$ cat src/rtl/framebuffer_fetch_multi_if.sv
// Scan-controller / RAM-port bundle for the multi-chain pixel fetch.
// The fetch unit is the slave; the scan controller and RAM model drive the master side.
interface framebuffer_fetch_multi_if #(
    parameter int BITS_PER_SUBPANEL = 16,
    parameter int COLUMN_BITS       = 6,
    parameter int ROW_BITS          = 4,
    parameter int NUM_CHAINS        = 2
);
    localparam int CHAIN_BITS = (NUM_CHAINS > 1) ? $clog2(NUM_CHAINS) : 1;
    localparam int AW         = CHAIN_BITS + ROW_BITS + COLUMN_BITS;

    logic [COLUMN_BITS-1:0]                  column_address;
    logic [ROW_BITS-1:0]                     row_address;
    logic                                    pixel_load_start;
    logic                                    clear_overrun;
    logic [2*BITS_PER_SUBPANEL-1:0]          ram_data_in;
    logic [AW-1:0]                           ram_address;
    logic                                    ram_clk_enable;
    logic [NUM_CHAINS*BITS_PER_SUBPANEL-1:0] pixeldata_top;
    logic [NUM_CHAINS*BITS_PER_SUBPANEL-1:0] pixeldata_bottom;
    logic                                    pixel_valid;
    logic                                    busy;
    logic                                    overrun;

    modport master (
        output column_address, row_address, pixel_load_start, clear_overrun, ram_data_in,
        input  ram_address, ram_clk_enable, pixeldata_top, pixeldata_bottom,
               pixel_valid, busy, overrun
    );

    modport slave (
        input  column_address, row_address, pixel_load_start, clear_overrun, ram_data_in,
        output ram_address, ram_clk_enable, pixeldata_top, pixeldata_bottom,
               pixel_valid, busy, overrun
    );
endinterface

$ cat src/rtl/framebuffer_fetch_multi.sv
// Fetches one RAM word per panel chain for a (row, column) request, tracks the RAM
// latency with a tagged valid pipe and commits all chains atomically with one strobe.
module framebuffer_fetch_multi #(
    parameter int BITS_PER_SUBPANEL = 16,
    parameter int COLUMN_BITS       = 6,
    parameter int ROW_BITS          = 4,
    parameter int NUM_CHAINS        = 2,
    parameter int RAM_LATENCY       = 1
) (
    input  logic                       clk_in,
    input  logic                       reset,
    framebuffer_fetch_multi_if.slave   bus
);
    localparam int CHAIN_BITS = (NUM_CHAINS > 1) ? $clog2(NUM_CHAINS) : 1;
    localparam int AW         = CHAIN_BITS + ROW_BITS + COLUMN_BITS;
    localparam int B          = BITS_PER_SUBPANEL;
    localparam logic [CHAIN_BITS-1:0] LAST = CHAIN_BITS'(NUM_CHAINS - 1);

    typedef enum logic [1:0] {IDLE, ISSUE, DRAIN} state_e;

    state_e                 state_q, state_d;
    logic [ROW_BITS-1:0]    row_q;
    logic [COLUMN_BITS-1:0] col_q;
    logic [CHAIN_BITS-1:0]  cnt_q;
    logic [AW-1:0]          addr_q;
    logic [RAM_LATENCY-1:0] vld_pipe_q;
    logic [CHAIN_BITS-1:0]  tag_q [RAM_LATENCY];
    logic                   valid_q, overrun_q;
    logic                   accept, issue, land, commit;

    assign accept = (state_q == IDLE) && bus.pixel_load_start;
    assign issue  = (state_q == ISSUE);
    assign land   = vld_pipe_q[RAM_LATENCY-1];
    assign commit = land && (tag_q[RAM_LATENCY-1] == LAST);

    always_comb begin
        state_d = state_q;
        case (state_q)
            IDLE:    if (bus.pixel_load_start) state_d = ISSUE;
            ISSUE:   if (cnt_q == LAST)        state_d = DRAIN;
            DRAIN:   if (commit)               state_d = IDLE;
            default:                           state_d = IDLE;
        endcase
    end

    always_ff @(posedge clk_in) begin
        if (!reset) begin
            state_q    <= IDLE;
            row_q      <= '0;
            col_q      <= '0;
            cnt_q      <= '0;
            addr_q     <= '0;
            vld_pipe_q <= '0;
            for (int k = 0; k < RAM_LATENCY; k++) tag_q[k] <= '0;
            valid_q    <= 1'b0;
            overrun_q  <= 1'b0;
        end else begin
            state_q <= state_d;
            if (accept) begin
                row_q <= bus.row_address;
                col_q <= bus.column_address;
                cnt_q <= '0;
            end else if (issue) begin
                cnt_q <= cnt_q + CHAIN_BITS'(1);
            end
            if (issue) addr_q <= {cnt_q, row_q, col_q};
            // Each issued address carries its chain tag down the latency pipe.
            vld_pipe_q[0] <= issue;
            tag_q[0]      <= cnt_q;
            for (int k = 1; k < RAM_LATENCY; k++) begin
                vld_pipe_q[k] <= vld_pipe_q[k-1];
                tag_q[k]      <= tag_q[k-1];
            end
            valid_q <= commit;
            if (bus.pixel_load_start && (state_q != IDLE)) overrun_q <= 1'b1;
            else if (bus.clear_overrun)                   overrun_q <= 1'b0;
        end
    end

    for (genvar c = 0; c < NUM_CHAINS; c++) begin : g_chain
        localparam logic [CHAIN_BITS-1:0] ID = CHAIN_BITS'(c);
        logic [B-1:0] top_q, bot_q;

        if (c == NUM_CHAINS - 1) begin : g_last
            // Final word bypasses staging so the commit lands on the capture edge.
            always_ff @(posedge clk_in) begin
                if (!reset) begin
                    top_q <= '0;
                    bot_q <= '0;
                end else if (commit) begin
                    top_q <= bus.ram_data_in[B-1:0];
                    bot_q <= bus.ram_data_in[2*B-1:B];
                end
            end
        end else begin : g_staged
            logic [B-1:0] stg_top_q, stg_bot_q;
            always_ff @(posedge clk_in) begin
                if (!reset) begin
                    stg_top_q <= '0;
                    stg_bot_q <= '0;
                    top_q     <= '0;
                    bot_q     <= '0;
                end else begin
                    if (land && (tag_q[RAM_LATENCY-1] == ID)) begin
                        stg_top_q <= bus.ram_data_in[B-1:0];
                        stg_bot_q <= bus.ram_data_in[2*B-1:B];
                    end
                    if (commit) begin
                        top_q <= stg_top_q;
                        bot_q <= stg_bot_q;
                    end
                end
            end
        end

        assign bus.pixeldata_top[c*B +: B]    = top_q;
        assign bus.pixeldata_bottom[c*B +: B] = bot_q;
    end

    assign bus.ram_address    = addr_q;
    assign bus.ram_clk_enable = |vld_pipe_q;
    assign bus.pixel_valid    = valid_q;
    assign bus.busy           = (state_q != IDLE);
    assign bus.overrun        = overrun_q;
endmodule

$ cat src/flat_wrapper.sv
// flat-port wrapper written by rule: the top's interface ports become plain ports
module framebuffer_fetch_multi_flat 
#(
    parameter int BITS_PER_SUBPANEL = 16,
    parameter int COLUMN_BITS       = 6,
    parameter int ROW_BITS          = 4,
    parameter int NUM_CHAINS        = 2,
    parameter int RAM_LATENCY       = 1
)
  (clk_in, reset, bus_column_address, bus_row_address, bus_pixel_load_start, bus_clear_overrun, bus_ram_data_in, bus_ram_address, bus_ram_clk_enable, bus_pixeldata_top, bus_pixeldata_bottom, bus_pixel_valid, bus_busy, bus_overrun);
  framebuffer_fetch_multi_if #(.BITS_PER_SUBPANEL(BITS_PER_SUBPANEL), .COLUMN_BITS(COLUMN_BITS), .ROW_BITS(ROW_BITS), .NUM_CHAINS(NUM_CHAINS)) bus_i ();
  input  logic clk_in;
  input  logic reset;
  input wire logic [$bits(bus_i.column_address)-1:0] bus_column_address;
  input wire logic [$bits(bus_i.row_address)-1:0] bus_row_address;
  input wire logic [$bits(bus_i.pixel_load_start)-1:0] bus_pixel_load_start;
  input wire logic [$bits(bus_i.clear_overrun)-1:0] bus_clear_overrun;
  input wire logic [$bits(bus_i.ram_data_in)-1:0] bus_ram_data_in;
  output wire logic [$bits(bus_i.ram_address)-1:0] bus_ram_address;
  output wire logic [$bits(bus_i.ram_clk_enable)-1:0] bus_ram_clk_enable;
  output wire logic [$bits(bus_i.pixeldata_top)-1:0] bus_pixeldata_top;
  output wire logic [$bits(bus_i.pixeldata_bottom)-1:0] bus_pixeldata_bottom;
  output wire logic [$bits(bus_i.pixel_valid)-1:0] bus_pixel_valid;
  output wire logic [$bits(bus_i.busy)-1:0] bus_busy;
  output wire logic [$bits(bus_i.overrun)-1:0] bus_overrun;
  assign bus_i.column_address = bus_column_address;
  assign bus_i.row_address = bus_row_address;
  assign bus_i.pixel_load_start = bus_pixel_load_start;
  assign bus_i.clear_overrun = bus_clear_overrun;
  assign bus_i.ram_data_in = bus_ram_data_in;
  assign bus_ram_address = bus_i.ram_address;
  assign bus_ram_clk_enable = bus_i.ram_clk_enable;
  assign bus_pixeldata_top = bus_i.pixeldata_top;
  assign bus_pixeldata_bottom = bus_i.pixeldata_bottom;
  assign bus_pixel_valid = bus_i.pixel_valid;
  assign bus_busy = bus_i.busy;
  assign bus_overrun = bus_i.overrun;
  framebuffer_fetch_multi #(.BITS_PER_SUBPANEL(BITS_PER_SUBPANEL), .COLUMN_BITS(COLUMN_BITS), .ROW_BITS(ROW_BITS), .NUM_CHAINS(NUM_CHAINS), .RAM_LATENCY(RAM_LATENCY)) u_core (.clk_in(clk_in), .reset(reset), .bus(bus_i));
endmodule
$ cat config.mk
export PLATFORM = sky130hd
export DESIGN_NAME = framebuffer_fetch_multi_flat
export DESIGN_NICKNAME = d
export VERILOG_FILES = /design/src/rtl/framebuffer_fetch_multi_if.sv /design/src/rtl/framebuffer_fetch_multi.sv /design/src/flat_wrapper.sv
export SDC_FILE = /design/constraint.sdc
export NUM_CORES = 1
export LEC_CHECK = 0
export BUFFER_PORTS_ARGS = -buffer_cell sky130_fd_sc_hd__buf_2
export CAP_MARGIN = 20
export CORE_UTILIZATION = 45
export CTS_BUF_LIST = sky130_fd_sc_hd__clkbuf_4
export DETAILED_ROUTE_END_ITERATION = 16
export GPL_TIMING_DRIVEN = 1
export PLACE_DENSITY_LB_ADDON = 0.2
export RECOVER_POWER = 25
export SYNTH_ARGS = -nofsm -noshare
export SYNTH_HDL_FRONTEND = slang
export SYNTH_SLANG_ARGS = --single-unit
$ cat constraint.sdc
create_clock -name clk_in -period 1.2 [get_ports clk_in]
set_input_delay 0.06 -clock clk_in [delete_from_list [all_inputs] [get_ports clk_in]]
set_output_delay 0.06 -clock clk_in [all_outputs]
set_load 0.02 [all_outputs]
; Yosys cells after proc, flatten, opt, wreduce, memory -nomap -nowiden
; Memories as Yosys holds them, arrays and structs flattened.
; Cells that the tools add are included.
[classes]
add_sub_neg = 1
n_mul = 0
n_div = 0
order_cmp = 0
n_eq_ne = 5
shifts = 0
n_mux = 10
n_bitwise = 2
reduce_logical = 10
[op_table]
columns = op, count
row1 = two-way mux 1 bit, 6
row2 = two-way mux 2 bit, 3
row3 = case mux 2 bit (3 select lines), 1
row4 = logical AND 1 bit, 4
row5 = inequality test 2 x 1 -> 1 bit (second input constant), 2
row6 = nonzero test 2 bit, 2
row7 = AND reduction 3 bit, 1
row8 = equality test 2 x 1 -> 1 bit (second input constant), 1
row9 = equality test 2 bit (second input constant), 1
row10 = zero test 2 bit, 1
row11 = inequality test 2 bit (second input constant), 1
row12 = inverter 1 bit, 2
row13 = OR reduction 2 bit, 1
row14 = adder 1 bit (second input constant), 1
row15 = OR reduction 1 bit, 1
[totals]
regBits = 123
latchBits = 0
ram_bits = 1
romBits = 0
input_bits = 46
out_inout_bits = 79
wordCells = 43
n_memories = 1
[mem_list]
columns = name, depth, word_bits, rd, rd_clocked_by_memory_dff, wr, line
row1 = u_core.tag_q, 1, 1, 1, 0, 1, framebuffer_fetch_multi.sv:27  ; logic [CHAIN_BITS-1:0] tag_q [RAM_LATENCY];

; Longest topological paths before layout
[logic_depth]
depth_word = 3
ltp_mapped = 5
depth_no_buf = 3

; Worst setup path before layout
; OpenSTA, ideal clock, no wires.
[synth_timing]
path_kind = reg-to-reg
start = register u_core.vld_pipe_q, in the netlist u_core.bus.ram_clk_enable
end = register u_core.g_chain[1].bot_q[1]
setup_time_ps = 116
arrival_time_ps = 1010
required_ps = 1084
path_slack_ps = 73
path_stages_with_launch = 6
n_path_buf = 2
period_less_slack_ps = 1127
cell_sequence = dfxtp_1 > nand2_1 > buf_4 > buf_2 > nand2_1 > a21boi_1
[synth_between]
elab_chain_len = 1
[synth_rtl]
columns = item, line
row1 = "start, declared", framebuffer_fetch_multi.sv:26  ; logic [RAM_LATENCY-1:0] vld_pipe_q;
row2 = "start signal, assigned by index", framebuffer_fetch_multi.sv:71  ; vld_pipe_q[k] <= vld_pipe_q[k-1];
row3 = logical AND 1 bit, framebuffer_fetch_multi.sv:34  ; assign commit = land && (tag_q[RAM_LATENCY-1] == LAST);
row4 = "end signal, assigned", framebuffer_fetch_multi.sv:92  ; bot_q <= bus.ram_data_in[2*B-1:B];
row5 = "end, declared", framebuffer_fetch_multi.sv:82  ; logic [B-1:0] top_q, bot_q;
; No other way between the ends.
; A chain may end at the register's enable or synchronous reset.

; Worst setup path in the final report
[layout_timing]
start = register u_core.state_q[1]
end = output bus_busy
[layout_between]
elab_chain_len = 1
[layout_rtl]
columns = item, line
row1 = "start, declared", framebuffer_fetch_multi.sv:21  ; state_e state_q, state_d;
row2 = "start signal, assigned", framebuffer_fetch_multi.sv:58  ; state_q <= state_d;
row3 = nonzero test 2 bit, framebuffer_fetch_multi.sv:123  ; assign bus.busy = (state_q != IDLE);
row4 = "end, declared", flat_wrapper.sv:24  ; output wire logic [$bits(bus_i.busy)-1:0] bus_busy;
; No other way between the ends.

==> impl_results.md <==
- Cell row count: 36
- Final setup violating endpoints: 8
- Number of design-rule violations left by the first detailed-router iteration: approximately 140
- CTS Root Buffer Type: clkbuf_4
- Pin count of the biggest net entering global routing: 54
- Via count of the first global-routing pass: roughly 3800
- Cell with the biggest individual delay on the critical path: dfxtp_4
- Hold Crit Depth: 4
- Synth-to-layout area growth: 31.4%
- Fin Clk Skew: between 0.01 and 0.015 ns
- Async set-or-reset flop fraction in the synthesized netlist: 0%
- CP max stage delay: between 0.3 and 0.4 ns
- Setup slack after layout: -0.106 ns
- Critical path peak fanout: 2
- Max VDD drop: about 570 uV
- Total track usage: roughly a fifth
- Status: complete, but fails checks
- Initial standard-cell utilization of the core: 47.3%
- Antenna violation net count after detailed routing: 0
- Routed WL: 11100 microns
- Top cell family by delay on the critical path: flip-flops
- Clock sinks: approximately 120
- Clock tree from TritonCTS: done
- Worst R2R End: u_core.g_chain[0].g_staged.stg_bot_q[15]$_SDFFE_PN0P_
- Crit. End Element: primary output
- Layout cell share with drive strength beyond 1: 27.0%
- Residual DRC: 0
- Most area-hungry cell type in the Yosys netlist: dfxtp_1
- Area share of the largest cell type after synthesis: 52.7%
- Insertion delay of the later-clocked pin in the worst-skew pair: 0.50 ns
- Wire length of the first global-routing pass: around 18000 microns
- Total die area: roughly 0.011 sq mm
- Width of the die: 104 microns
- Pre-CTS setup slack: about 0.051 ns
- Number of warnings printed during yosys synthesis: 0
- Clock Tree Buf Depth: 2
- Half-perimeter wire length of the detailed placement result: between 7000 and 8000 microns
- Worst-margin pin slew: about 0.51 ns
- Pins Over Slew Limit: 0
- Average size of a mapped cell: approximately 8.8 sq um
- Count leader, synth: nand2_1
- H-tree Lvls: 4
- Sum of overflow across all layers after global routing: 0
- Core occupancy in the finished layout: ~62%
- Number of standard cells in the layout, taps in and fillers out: between 800 and 900
- Class of the worst hold path: in2reg
- Placed insts: slightly below 800
- Final GP Congestion: approximately 0.79
- Chip height: 104 microns
- WHS Endpoint: u_core.col_q[2]$_SDFFE_PN0P_
- Post-synthesis cell area: around 0.0047 sq mm
- Failing checks: negative setup slack
- Setup repair after global routing missed its margin: yes
- Required time reported for the critical path endpoint: between 1 and 1.5 ns
- Startpoint of the most critical register-to-register path: u_core.bus.ram_clk_enable$_SDFF_PN0_
- Count of nets after finishing: about 750
- Cell depth of the worst flop-to-flop path: 4
- Relative max-transition margin: between 60% and 70%
- Crit path DAT: 1.25 ns
- Syn Inst Count: roughly 540
- Cells along the critical path: or2_4 > buf_6
- Final clock period utilization by the worst path: 109%
- Final critical delay including setup and external delays: roughly 1.3 ns
- Kind of critical path: reg2out
- Sequential element share of the synthesized area: 52.7%
- Mapped Nets: around 580
- Max-cap violation count: 0
- Antenna violations before repair: 0
- Number of primary I/O pins: ~130
- FF-to-FF setup slack: -0.03 ns
- Area inside the core boundary: roughly 0.010 sq mm
- Number of flops mapped to enable cells by yosys: 0
- Leading post-synthesis cells by cell area: dfxtp_1 53%, nand2_1 18%, a21boi_1 14%, buf_6 2.6%, a21boi_2 2.4%
- Routed wire length per instance: 13.1 microns
- I/O Buffers: between 100 and 150
- Startpoint of the most critical hold path: bus_column_address[2]
- Cell area power density: about 1300 mW/mm^2
- Peak Freq: 766 MHz
- Number of different library cells in the post-synthesis netlist: 25
- Number of storage elements in the synthesis netlist: ~120
- Predominant post-synthesis flop cell: dfxtp_1
- Buffering stage count on the worst path with inverters included: 1
- CTS Buf Count: 17
- Most instantiated cells after synthesis: 226 x nand2_1, 124 x dfxtp_1, 90 x a21boi_1
- Vias post-DR: 4081
- Hold violation total from the final report: 0
- Total Power: roughly 7.8 mW
- Number of antenna cells inserted: 0
- First drt pass iteration count: 5
- Critical Path Source Type: flop
- Clock-pin transition on the worst setup and hold timing paths: 0.11 ns
- Via density: approximately 4.8
- Static leakage: 2.54 nW
==> cell usage in the layout (no fill, tap or decap), types with 2 or more instances in the layout <==
| cell | synthesis | final |
|---|---|---|
| a21boi_0 | 9 | 15 |
| buf_12 | 1 | 4 |
| clkinv_1 | 0 | 2 |
| dfxtp_4 | 0 | 2 |
| buf_6 | 11 | 8 |
| dlygate4sd3_1 | 0 | 45 |
| a21boi_2 | 10 | 10 |
| dfxtp_1 | 124 | 121 |
| nand3_1 | 10 | 9 |
| buf_4 | 8 | 4 |
| nand2b_1 | 6 | 6 |
| a21boi_1 | 90 | 84 |
| clkinvlp_4 | 0 | 4 |
| clkinv_2 | 0 | 4 |
| bufinv_16 | 0 | 2 |
| o21ai_1 | 1 | 7 |
| nand2_1 | 226 | 225 |
| o21ai_0 | 11 | 4 |
| buf_2 | 12 | 122 |
| clkbuf_4 | 0 | 23 |
==> what timing repair did <==
item,4_1_cts,5_1_grt
resized for setup,8,22
pin swaps,0,1
endpoints found under the setup margin,2,13
setup buffers,2,0
hold endpoints to repair,78,0
hold buffers,45,0
gates cloned,0,2
==> registers in the layout, indices dropped and copies added (netlist names) <==
name,flops
u_core.g_chain.bot_q,32
u_core.g_chain.top_q,32
u_core.g_chain.g_staged.stg_bot_q,16
u_core.g_chain.g_staged.stg_top_q,16
u_core.bus.ram_address,11
u_core.col_q,6
u_core.row_q,4
u_core.state_q,2
u_core.bus.overrun,1
u_core.bus.pixel_valid,1
u_core.bus.ram_clk_enable,1
u_core.cnt_q,1
u_core.tag_q,1
==> power breakdown <==
part           leakage (nW)  internal (mW)  switching, mW
Combinational          1.40          0.394          0.371
Clock                 0.139           1.25           1.47
Sequential             1.01           4.22         0.0585
==> stage by stage <==
stage	hold slack, ns	cell area, sq um	setup TNS [ns]
final	0.305	6190	-0.176
after global routing	0.266	6190	-3.46
after CTS	0.254	6180	-0.149
after detailed placement	0.282	5430	0
after global placement	0.281	5430	0
after floorplan	0.190	4710	0
==> worst max path at each step <==
stage | end | depth (start not counted) | slack (ns) | from
final | bus_busy | 2 | -0.11 | u_core.state_q[1]$_SDFFE_PN0P_
after global routing | bus_busy | 2 | -0.18 | u_core.state_q[1]$_SDFFE_PN0P_
after CTS | bus_busy | 2 | -0.15 | u_core.state_q[1]$_SDFFE_PN0P_
after detailed placement | u_core.g_chain[0].g_staged.stg_bot_q[11]$_SDFFE_PN0P_ | 4 | 0.05 | u_core.bus.ram_clk_enable$_SDFF_PN0_
after global placement | u_core.g_chain[1].bot_q[10]$_SDFFE_PN0P_ | 4 | 0.12 | u_core.tag_q[0]$_DFF_P_
after floorplan | u_core.g_chain[1].bot_q[1]$_SDFFE_PN0P_ | 5 | 0.07 | u_core.bus.ram_clk_enable$_SDFF_PN0_
==> cell type report <==
| class | instances | area (sq um) |
|---|---|---|
| clock buffers | 19 | 143 |
| clock inverters | 13 | 126 |
| fillers | 899 | 3770 |
| multi-input cells | 374 | 1950 |
| flip-flops and latches | 124 | 2490 |
| well taps | 133 | 166 |
| repair buffers | 189 | 1310 |
==> cell families after synthesis <==
kind of cell	after synthesis	synth area share (%)
buffers and inverters	39	6.19
DFF	124	52.7
AOI/OAI and AO/OA	122	19.6
and+or+nand+nor	252	21.5
==> metal layers <==
| layer | share of wire, % | wire [microns] | track usage [%] |
|---|---|---|---|
| met2 | 50 | 5580 | 34.1 |
| met3 | 5.4 | 597 | 5.95 |
| met1 | 43 | 4840 | 25.2 |
| met4 | 1.0 | 112 | 8.78 |
| met5 | 0 | 0 | 0 |
==> worst register-to-register path, cell delays in order (launching register included) <==
cell	delay (ns)
dfxtp_1	0.42
nor2b_1	0.20
clkbuf_4	0.31
nand2_1	0.09
a21boi_0	0.14
Power figures use the tool's default switching activity.
